### src/rtl/ifetch_pkg.sv
// Shared types and helpers for the instruction fetch stage and its cache array.
package ifetch_pkg;

   typedef enum logic [1:0] {
      S_IDLE  = 2'd0,
      S_MISS  = 2'd1,
      S_ABORT = 2'd2
   } fetch_state_t;

   localparam int IDX_W_DEF = 6;

   // Tag covers addr[31:IDX_W+1]; bit 0 never participates.
   function automatic int tag_w(input int idx_w);
      return 31 - idx_w;
   endfunction

   function automatic logic is_c_f(input logic [1:0] lo);
      return lo != 2'b11;
   endfunction

endpackage

### src/rtl/icache_array.sv
// Direct-mapped instruction cache storage: combinational read, synchronous write,
// asynchronous clear of all valid bits.
module icache_array
   import ifetch_pkg::*;
#(
   parameter int IDX_W = IDX_W_DEF,
   localparam int TAG_W = tag_w(IDX_W),
   localparam int NENT  = 1 << IDX_W
) (
   input  logic             clk_in,
   input  logic             rst_n_in,
   input  logic [IDX_W-1:0] i_rd_idx,
   input  logic [TAG_W-1:0] i_rd_tag,
   output logic             o_hit,
   output logic [31:0]      o_rd_data,
   input  logic             i_wr_en,
   input  logic [IDX_W-1:0] i_wr_idx,
   input  logic [TAG_W-1:0] i_wr_tag,
   input  logic [31:0]      i_wr_data
);

   logic [NENT-1:0]  r_valid;
   logic [TAG_W-1:0] r_tag  [NENT];
   logic [31:0]      r_data [NENT];

   always_ff @(posedge clk_in or negedge rst_n_in) begin
      if (!rst_n_in)   r_valid           <= '0;
      else if (i_wr_en) r_valid[i_wr_idx] <= 1'b1;
   end

   // Tag/data need no reset: they are only observed through a set valid bit.
   always_ff @(posedge clk_in) begin
      if (i_wr_en) begin
         r_tag[i_wr_idx]  <= i_wr_tag;
         r_data[i_wr_idx] <= i_wr_data;
      end
   end

   assign o_hit     = r_valid[i_rd_idx] && (r_tag[i_rd_idx] == i_rd_tag);
   assign o_rd_data = r_data[i_rd_idx];

endmodule

### src/rtl/ifetch.sv
// Instruction fetch stage with optional direct-mapped I-cache.
// Define ICACHE_EN to build the cache; otherwise every lookup misses.
module ifetch
   import ifetch_pkg::*;
#(
   parameter int IDX_W = IDX_W_DEF
) (
   input  logic        clk_in,
   input  logic        rst_n_in,
   input  logic        rdy_in,
   input  logic        clear,
   input  logic        if_enable,
   input  logic [31:0] if_addr,
   output logic        inst_ready,
   output logic        is_c,
   output logic [31:0] inst_val,
   output logic        ic_req,
   output logic [31:0] ic_addr,
   input  logic        ic_done,
   input  logic [31:0] ic_data
);

   fetch_state_t r_state;
   logic         r_inst_ready;
   logic         r_is_c;
   logic [31:0]  r_inst_val;
   logic         r_ic_req;
   logic [31:0]  r_ic_addr;

   logic         w_hit;
   logic [31:0]  w_rd_data;
   logic [31:0]  w_addr;
   logic         w_unused;

   assign w_addr   = {if_addr[31:1], 1'b0};
   assign w_unused = if_addr[0];

`ifdef ICACHE_EN
   logic w_wr_en;
   // Fills land in both MISS and ABORT so a flushed fetch still warms the cache.
   assign w_wr_en = rdy_in && ic_done && (r_state != S_IDLE);

   icache_array #(.IDX_W(IDX_W)) u_icache (
      .clk_in    (clk_in),
      .rst_n_in  (rst_n_in),
      .i_rd_idx  (if_addr[IDX_W:1]),
      .i_rd_tag  (if_addr[31:IDX_W+1]),
      .o_hit     (w_hit),
      .o_rd_data (w_rd_data),
      .i_wr_en   (w_wr_en),
      .i_wr_idx  (r_ic_addr[IDX_W:1]),
      .i_wr_tag  (r_ic_addr[31:IDX_W+1]),
      .i_wr_data (ic_data)
   );
`else
   assign w_hit     = 1'b0;
   assign w_rd_data = '0;
`endif

   always_ff @(posedge clk_in or negedge rst_n_in) begin
      if (!rst_n_in) begin
         r_state      <= S_IDLE;
         r_inst_ready <= 1'b0;
         r_is_c       <= 1'b0;
         r_inst_val   <= '0;
         r_ic_req     <= 1'b0;
         r_ic_addr    <= '0;
      end else if (rdy_in) begin
         r_inst_ready <= 1'b0;
         case (r_state)
            S_IDLE: begin
               if (if_enable && !clear) begin
                  if (w_hit) begin
                     r_inst_val   <= w_rd_data;
                     r_is_c       <= is_c_f(w_rd_data[1:0]);
                     r_inst_ready <= 1'b1;
                  end else begin
                     r_ic_addr <= w_addr;
                     r_ic_req  <= 1'b1;
                     r_state   <= S_MISS;
                  end
               end
            end
            S_MISS: begin
               if (ic_done) begin
                  r_ic_req <= 1'b0;
                  r_state  <= S_IDLE;
                  if (!clear) begin
                     r_inst_val   <= ic_data;
                     r_is_c       <= is_c_f(ic_data[1:0]);
                     r_inst_ready <= 1'b1;
                  end
               end else if (clear) begin
                  r_state <= S_ABORT;
               end
            end
            S_ABORT: begin
               if (ic_done) begin
                  r_ic_req <= 1'b0;
                  r_state  <= S_IDLE;
               end
            end
            default: r_state <= S_IDLE;
         endcase
      end
   end

   assign inst_ready = r_inst_ready;
   assign is_c       = r_is_c;
   assign inst_val   = r_inst_val;
   assign ic_req     = r_ic_req;
   assign ic_addr    = r_ic_addr;

endmodule

### config.mk
export PLATFORM = sky130hd
export DESIGN_NAME = ifetch
export DESIGN_NICKNAME = d
export VERILOG_FILES = /design/src/rtl/ifetch_pkg.sv /design/src/rtl/icache_array.sv /design/src/rtl/ifetch.sv
export SDC_FILE = /design/constraint.sdc
export NUM_CORES = 1
export LEC_CHECK = 0
export CAP_MARGIN = 25
export CORE_MARGIN = 2
export CORE_UTILIZATION = 35
export CTS_BUF_LIST = sky130_fd_sc_hd__clkbuf_4 sky130_fd_sc_hd__clkbuf_8
export CTS_CLUSTER_SIZE = 10
export DETAILED_ROUTE_END_ITERATION = 7
export DONT_BUFFER_PORTS = 1
export SLEW_MARGIN = 20
export SYNTH_ARGS = -nofsm -noshare
export SYNTH_HDL_FRONTEND = slang
export SYNTH_HIERARCHICAL = 1
export SYNTH_SLANG_ARGS = --single-unit
### constraint.sdc
create_clock -name clk_in -period 1.9 [get_ports clk_in]
set_input_delay 0.19 -clock clk_in [delete_from_list [all_inputs] [get_ports clk_in]]
set_output_delay 0.19 -clock clk_in [all_outputs]
set_load 0.05 [all_outputs]
After elaboration in Yosys (flattened, before gate mapping)
Index checks and enable logic that the tools add are counted.
{"block": "op_classes", "addsub": 0, "mul": 0, "div_mod_pow": 0, "magnitude_cmp": 0, "eq_ne": 7, "n_shift": 0, "n_mux": 11, "n_bitwise": 1, "reduce_logical": 9}
{"cell": "4-bit AND reduction", "count": 3}
{"cell": "2-bit 2-to-1 mux", "count": 4}
{"cell": "2-bit != test (second input constant)", "count": 3}
{"cell": "2-bit one-hot mux with 3 select lines", "count": 1}
{"cell": "1-bit 2-to-1 mux", "count": 5}
{"cell": "3-bit != test (second input constant)", "count": 1}
{"cell": "3-bit AND reduction", "count": 1}
{"cell": "2-bit by 1-bit equality test with 1-bit output (second input constant)", "count": 1}
{"cell": "2-bit equality test (second input constant)", "count": 1}
{"cell": "2-bit logical NOT", "count": 1}
{"cell": "2-bit by 1-bit != test with 1-bit output (second input constant)", "count": 1}
{"cell": "1-bit one-hot mux with 2 select lines", "count": 1}
{"cell": "2-bit nonzero test", "count": 1}
{"cell": "2-bit OR reduction", "count": 1}
{"cell": "1-bit logical AND", "count": 1}
{"cell": "1-bit logical NOT", "count": 1}
{"cell": "1-bit inverter", "count": 1}
{"block": "totals", "ff_bits": 68, "latchBits": 0, "mem_bits_rw": 0, "romBits": 0, "input_bits": 70, "output_inout_bits": 67, "memories": 0}

Logic depth before layout (Yosys ltp)
Gate-level depths: netlist (run 1).
{"block": "depth", "ltp_word": 4, "ltp_mapped": 6, "ltp_nobuf": 5}

Worst setup path after synthesis (run 1)
Ideal clock, no wire load.
{"block": "synth_timing", "kind": "register to register", "from": "reg r_state[0]", "to": "reg r_ic_addr[10], in the netlist ic_addr[10]", "arrival_ps": 1341, "slack_ps": 434, "stages_incl_launch_ff": 6, "n_path_buf": 1, "synth_period_minus_slack_ps": 1466, "path_cell_list": "dfrtp_1 -> inv_1 -> ha_1 -> nand4b_1 -> buf_2 -> mux2_2"}
{"block": "synth_via", "elab_chain_len": 2}
{"element": "from (decl)", "line": "ifetch.sv:23", "rtl": "fetch_state_t r_state;"}
{"element": "from (signal assigned)", "line": "ifetch.sv:62", "rtl": "r_state <= S_IDLE;"}
{"element": "from (signal assigned)", "line": "ifetch.sv:80", "rtl": "r_state <= S_MISS;"}
{"element": "from (signal assigned)", "line": "ifetch.sv:87", "rtl": "r_state <= S_IDLE;"}
{"element": "2-bit logical NOT", "line": "ifetch.sv:70", "rtl": "case (r_state)"}
{"element": "3-bit AND reduction (no line)"}
{"element": "to (signal assigned)", "line": "ifetch.sv:78", "rtl": "r_ic_addr <= w_addr;"}
{"element": "to (decl)", "line": "ifetch.sv:28", "rtl": "logic [31:0] r_ic_addr;"}
No other way between the ends.
A chain may end at the register's enable or synchronous reset.

Final worst setup path (run 1)
{"block": "layout_timing", "from": "reg r_state[0]", "to": "reg r_ic_addr[2], in the netlist ic_addr[2]"}
Same word-level chain as after synthesis.

==> metrics.md, run 1 <==
| Metric | Value |
|---|---|
| Status | `complete, no violations` |
| Max Slew Vio Count | `0` |
| Placed instance area | `0.00289 mm²` |
| Crit Path Max Fanout | `20` |
| DR WL/cell | `16.7 µm` |
| Hold crit path type | `in2reg` |
| Yosys warning count | `6` |
| Max-cap violations | `0` |
| Layout Nets | `313` |
| Req. time, crit path | `2110 ps` |
| Via count | `1638` |
| Final setup fails | `0` |
| Area growth syn-to-layout | `36.9%` |
| Post-route ant nets | `0` |
| Setup repair bufs after CTS | `0` |
| Final hold slack | `58.6 ps` |
| Clock-pin slew of the registers on the worst-case setup and hold paths | `70 ps` |
| First-pass GRT wire length | `9140 µm` |
| Setup TNS | `0 ps` |
| Fin area | `0.00380 mm²` |
| Die width | `93.1 µm` |
| Share of cells above drive strength 1 | `35.9%` |
| DPL Wire Length | `3680 µm` |
| WL final | `5790 µm` |
| N_diodes | `0` |
| Yosys cell types | `23` |
| FMAX | `565 MHz` |
| Largest net degree at the start of global routing | `69` |
| Mapped Nets | `237` |
| GRT Total Usage | `14.0%` |
| Die height | `93.1 µm` |
| Final period util | `93.1%` |
| #FFs+latches synth | `68` |
| Top Ports | `137` |
| Non-filler cells in the finished layout | `347` |
| Tmin final | `1770 ps` |
| Hold path startpoint | `ic_done` |
| Worst skew pair latency | `330 ps` |
| Startpoint types | `flip-flop` |
| Residual DRC | `0` |
| Vias in the first global route | `1820` |
| Routability cong. | `0.659` |
| Die area | `0.00867 mm²` |
| Core Footprint | `0.00773 mm²` |
| Placed Cells incl. Taps | `264` |
| Setup CP Type | `reg2reg` |
| Initial Util | `36.0%` |
| Root Driver | `clkbuf_8` |
| H-tree depth | `3` |
| Number of detailed-route iterations in the first pass | `4` |
| Critical Path AT | `1980 ps` |
| Vias per Instance | `4.72` |
| Max_slew headroom | `66.1%` |
| IO Port Bufs | `0` |
| Fin. Hold Viols | `0` |
| Synthesized area | `0.00278 mm²` |
| CTS max path bufs | `2` |
| # rows | `32` |
| GR Overflow Total | `0` |
| Clock sink total | `68` |
| RSZ-0062 raised after global routing | `false` |
| Reg2reg start | `r_state[0]` |
| CTS tree | `yes` |
| Sequential share of the synthesized area | `61.2%` |
| CP Capture Type | `flip-flop` |
| Crit. Startpoint | `r_state[0]` |
| First-iteration detailed-routing DRC count | `48` |
| Worst-Margin Slew | `509 ps` |
| Cts bufs inserted | `9` |
| Cells after synthesis | `164` |
| # fillers | `651` |
| Clk_skew | `5.87 ps` |
| Initial antenna violation count | `0` |
| Syn avg cell area | `16.9 µm²` |
[critical path: stages, from the launching register on]
cell and delay (ps):
dfrtp_1 390, inv_1 70, ha_1 230, nand4b_1 110
buf_4 230, buf_6 230, mux2_2 360
[logic make-up after synthesis]
family                     Yosys count  share of synthesized area [%]
other                                1                          0.135
AOI/OAI and AO/OA                   10                           2.61
and+or+nand+nor                      8                           2.39
DFF                                 68                           61.2
muxes                               64                           29.9
adders and majority gates            3                           1.35
buffers and inverters               10                           2.43
[path summary, 6_finish.rpt]
path                                end  slack [ps]  cells after the start
max in group asynchronous  inst_val[10]        1230                      2
max reg2reg                  ic_addr[2]         130                      6
min in group asynchronous  inst_val[18]         400                      2
max                          ic_addr[2]         130                      6
min reg2reg                  r_state[1]         600                      2
min                          r_state[0]          60                      2
[state kept, by name (all words and copies together), names as in the netlist]
signal,count
r_state,2
ic_addr,31
inst_ready,1
is_c,1
ic_req,1
inst_val,32
[cell type report]
type                       instances  area [µm²]  area share (%)
clock inverter                     4        72.6            1.91
multi-input combinational         86        1010            26.5
timing repair buffer              72         729            19.2
tap                              102         128            3.35
inverter                           3        11.3           0.296
clock buffer                      12         153            4.01
sequential                        68        1700            44.7
[layout by cell type (no fill, tap or decap), drive strengths merged, types with 2 or more instances in the layout]
master | Yosys | layout
dfrtp | 68 | 68
dlygate4sd3 | 0 | 66
mux2 | 64 | 64
clkbuf | 0 | 12
buf | 7 | 6
inv | 3 | 3
o21bai | 3 | 3
ha | 3 | 3
nor2b | 2 | 2
a31oi | 2 | 2
bufinv | 0 | 2
[cell usage after synthesis]
library cell | instances | share of area [%]
mux2_2 | 35 | 14
mux2_4 | 29 | 16
nand2_1 | 1 | 0.13
a21oi_1 | 1 | 0.18
a21boi_0 | 1 | 0.27
inv_1 | 3 | 0.41
nor2b_1 | 2 | 0.45
dfrtp_1 | 68 | 61
nand4b_1 | 1 | 0.32
and2b_1 | 1 | 0.27
ha_1 | 3 | 1.4
buf_2 | 3 | 0.54
buf_6 | 3 | 1.2
o21bai_1 | 3 | 0.81
nor4bb_1 | 1 | 0.36
buf_4 | 1 | 0.27
conb_1 | 1 | 0.13
o21ai_0 | 1 | 0.18
o21ba_2 | 1 | 0.36
a31oi_1 | 2 | 0.45
a2bb2o_1 | 1 | 0.36
nand2b_1 | 1 | 0.23
nand3_4 | 1 | 0.63
[layer usage]
layer,wire length [µm],track usage [%]
met1,2070,14.3
met2,3190,25.1
met3,412,4.83
met4,120,7.23
met5,0,0
[stage by stage]
stage	utilization [%]	worst slack, ps
after floorplan	-	434
after global placement	37.4	184
after detailed placement	37.4	77.7
after CTS	49.1	70.6
after global routing	49.2	46.9
final	49.2	131
[repair_timing]
| action | in CTS | in global routing |
|---|---|---|
| setup endpoints to repair | 0 | 20 |
| resized for setup | 0 | 1 |
| hold endpoints to repair | 132 | 1 |
| hold buffers | 66 | 1 |
Power of run 1 is left out: the tool's default activity adds up to more than one toggle a clock period on the data nets, which glitch-free logic cannot reach.
==> inputs of run 2 (changes only) <==
Settings changed: GPL_TIMING_DRIVEN set to 0.
==> metrics.md, run 2 (synthesized netlist as in run 1, its figures left out) <==
| Metric | Value |
|---|---|
| Via count | `1642` |
| Post-route ant nets | `0` |
| IO Port Bufs | `0` |
| Area growth syn-to-layout | `36.9%` |
| GRT Total Usage | `14.0%` |
| Share of cells above drive strength 1 | `36.7%` |
| Fin. Hold Viols | `0` |
| Number of detailed-route iterations in the first pass | `6` |
| First-pass GRT wire length | `9210 µm` |
| Crit. Startpoint | `r_state[0]` |
| Crit Path Max Fanout | `10` |
| Initial Util | `36.0%` |
| Routability cong. | `0.655` |
| Max_slew headroom | `65.3%` |
| Register share of total power | `68.3%` |
| RSZ-0062 raised after global routing | `false` |
| H-tree depth | `3` |
| Power Dens Cells | `1970 mW/mm²` |
| CP peak stage delay | `380 ps` |
| CP Capture Type | `flip-flop` |
| Clock power frac | `15.5%` |
| Top Ports | `137` |
| Critical Path AT | `1910 ps` |
| Reg2reg start | `r_state[0]` |
| WL final | `5820 µm` |
| Cts bufs inserted | `9` |
| Vias in the first global route | `1787` |
| Part of the power in combinational logic | `16.2%` |
| Final setup fails | `0` |
| Most common cell after layout, fill and taps aside | `dfrtp_1` |
| Largest net degree at the start of global routing | `69` |
| Register-to-Register Setup Slack | `200 ps` |
| DPL Wire Length | `3640 µm` |
| Worst path buffer plus inverter count | `3` |
| Final period util | `89.6%` |
| # rows | `32` |
| FMAX | `588 MHz` |
| Family with the most delay on the worst path | `buffers and inverters` |
| Worst-Margin Slew | `520 ps` |
| Clock-pin slew of the registers on the worst-case setup and hold paths | `70 ps` |
| Max Slew Vio Count | `0` |
| GR Util met2 | `24.1%` |
| Clk_skew | `10.0 ps` |
| GR Overflow Total | `0` |
| Switching power total | `0.00388 W` |
| Critical Path, Cell by Cell | `inv_1 > ha_1 > nand4b_1 > buf_4 > buf_2 > mux2_2` |
| Crit path depth | `6` |
| Worst skew pair latency | `330 ps` |
| Vias per Instance | `4.69` |
| Startpoint types | `flip-flop` |
| Setup ws final | `198 ps` |
| Gr busiest metal | `met2` |
| Max reg flops | `32` |
| Max IR drop VDD | `1.06 mV` |
| GRT met1 Usage | `15.6%` |
| Residual DRC | `0` |
| Pleak | `1.76 nW` |
| Post-Place Setup Slack | `108 ps` |
| # fillers | `669` |
| Worst r2r dst | `ic_addr[21]` |
| Reg2reg path depth | `6` |
| DR WL/cell | `16.6 µm` |
| Max-cap violations | `0` |
| Root Driver | `clkbuf_8` |
| Tmin final | `1700 ps` |
| Setup CP Type | `reg2reg` |
| Core Footprint | `0.00773 mm²` |
| Layout Nets | `317` |
| Most frequent cells in the layout | `dfrtp_1, dlygate4sd3_1, mux2_2` |
| Die height | `93.1 µm` |
| Req. time, crit path | `2110 ps` |
| Die area | `0.00867 mm²` |
| Met3 usage | `5.80%` |
| Setup TNS | `0 ps` |
| Hold crit path type | `in2reg` |
| Die width | `93.1 µm` |
| CTS max path bufs | `2` |
| Switching share of total power | `51.6%` |
| Pint | `0.00363 W` |
| Crit path max-delay cell type | `dfrtp_1` |
| CP endpoint | `ic_addr[21]` |
| Clock sink total | `68` |
| First-iteration detailed-routing DRC count | `53` |
| CTS tree | `yes` |
| N_diodes | `0` |
| Status | `complete, no violations` |
| Initial antenna violation count | `0` |
==> run 2: per-layer routing <==
metal / wire length (µm) / up-vias
li1: - / 732
met1: 2170 / 826
met2: 3100 / 78
met3: 475 / 6
met4: 68 / 0
met5: 0 / -
==> run 2: worst reg2reg max path: cells and delay by family (launching register included) <==
| kind | cells | cell delay (ps) |
|---|---|---|
| multiplexers | 1 | 380 |
| flip-flops | 1 | 380 |
| adder cells (fa/ha/maj) | 1 | 220 |
| AND/OR/NAND/NOR | 1 | 120 |
| buffers and inverters | 3 | 470 |
==> run 2: worst min path at each step <==
stage / from / end / slack, ps / depth (start not counted)
2_1_floorplan: rst_n_in / ic_addr[10] / -110 / 0
3_3_place_gp: rst_n_in / ic_addr[12] / -100 / 0
3_5_place_dp: rst_n_in / ic_addr[12] / -100 / 0
4_1_cts: if_addr[17] / ic_addr[17] / 1 / 1
5_1_grt: ic_done / r_state[0] / 40 / 2
6_report: ic_done / r_state[0] / 40 / 2
==> run 2: power groups by stage <==
stage	Sequential, W	Combinational [W]	Clock, W
after floorplan	0.00498	0.000970	0
after global placement	0.00515	0.00103	0
after detailed placement	0.00516	0.00108	0
after CTS	0.00513	0.00122	0.00122
after global routing	0.00521	0.00134	0.00128
final	0.00512	0.00122	0.00116
==> run 2: what timing repair did <==
action	4_1_cts	5_1_grt
buffers inserted	0	2
endpoints found under the setup margin	0	1
hold buffers	66	1
gates resized for setup	0	0
endpoints found under the hold margin	132	1
==> run 2: stage by stage <==
stage | utilization [%] | total power [W] | instance area [µm²] | instances | hold slack [ps]
floorplan | - | 0.00595 | 2780 | 164 | -106
global placement | 37.6 | 0.00618 | 2910 | 266 | -104
detailed placement | 37.6 | 0.00624 | 2910 | 266 | -104
CTS | 48.9 | 0.00757 | 3780 | 347 | 1.35
global route | 49.2 | 0.00783 | 3800 | 350 | 36.5
finish | 49.2 | 0.00750 | 3800 | 350 | 41.8
==> run 2: final cells by class <==
type / count / area [µm²] / share of cell area (%)
timing repair buffer: 69 / 703 / 18.5
clock buffer: 11 / 145 / 3.81
buffer: 7 / 56.3 / 1.48
multi-input combinational: 86 / 1010 / 26.5
sequential: 68 / 1700 / 44.7
clock inverter: 4 / 50.0 / 1.32
tap: 102 / 128 / 3.35
inverter: 3 / 11.3 / 0.296
Power figures use the tool's default switching activity.
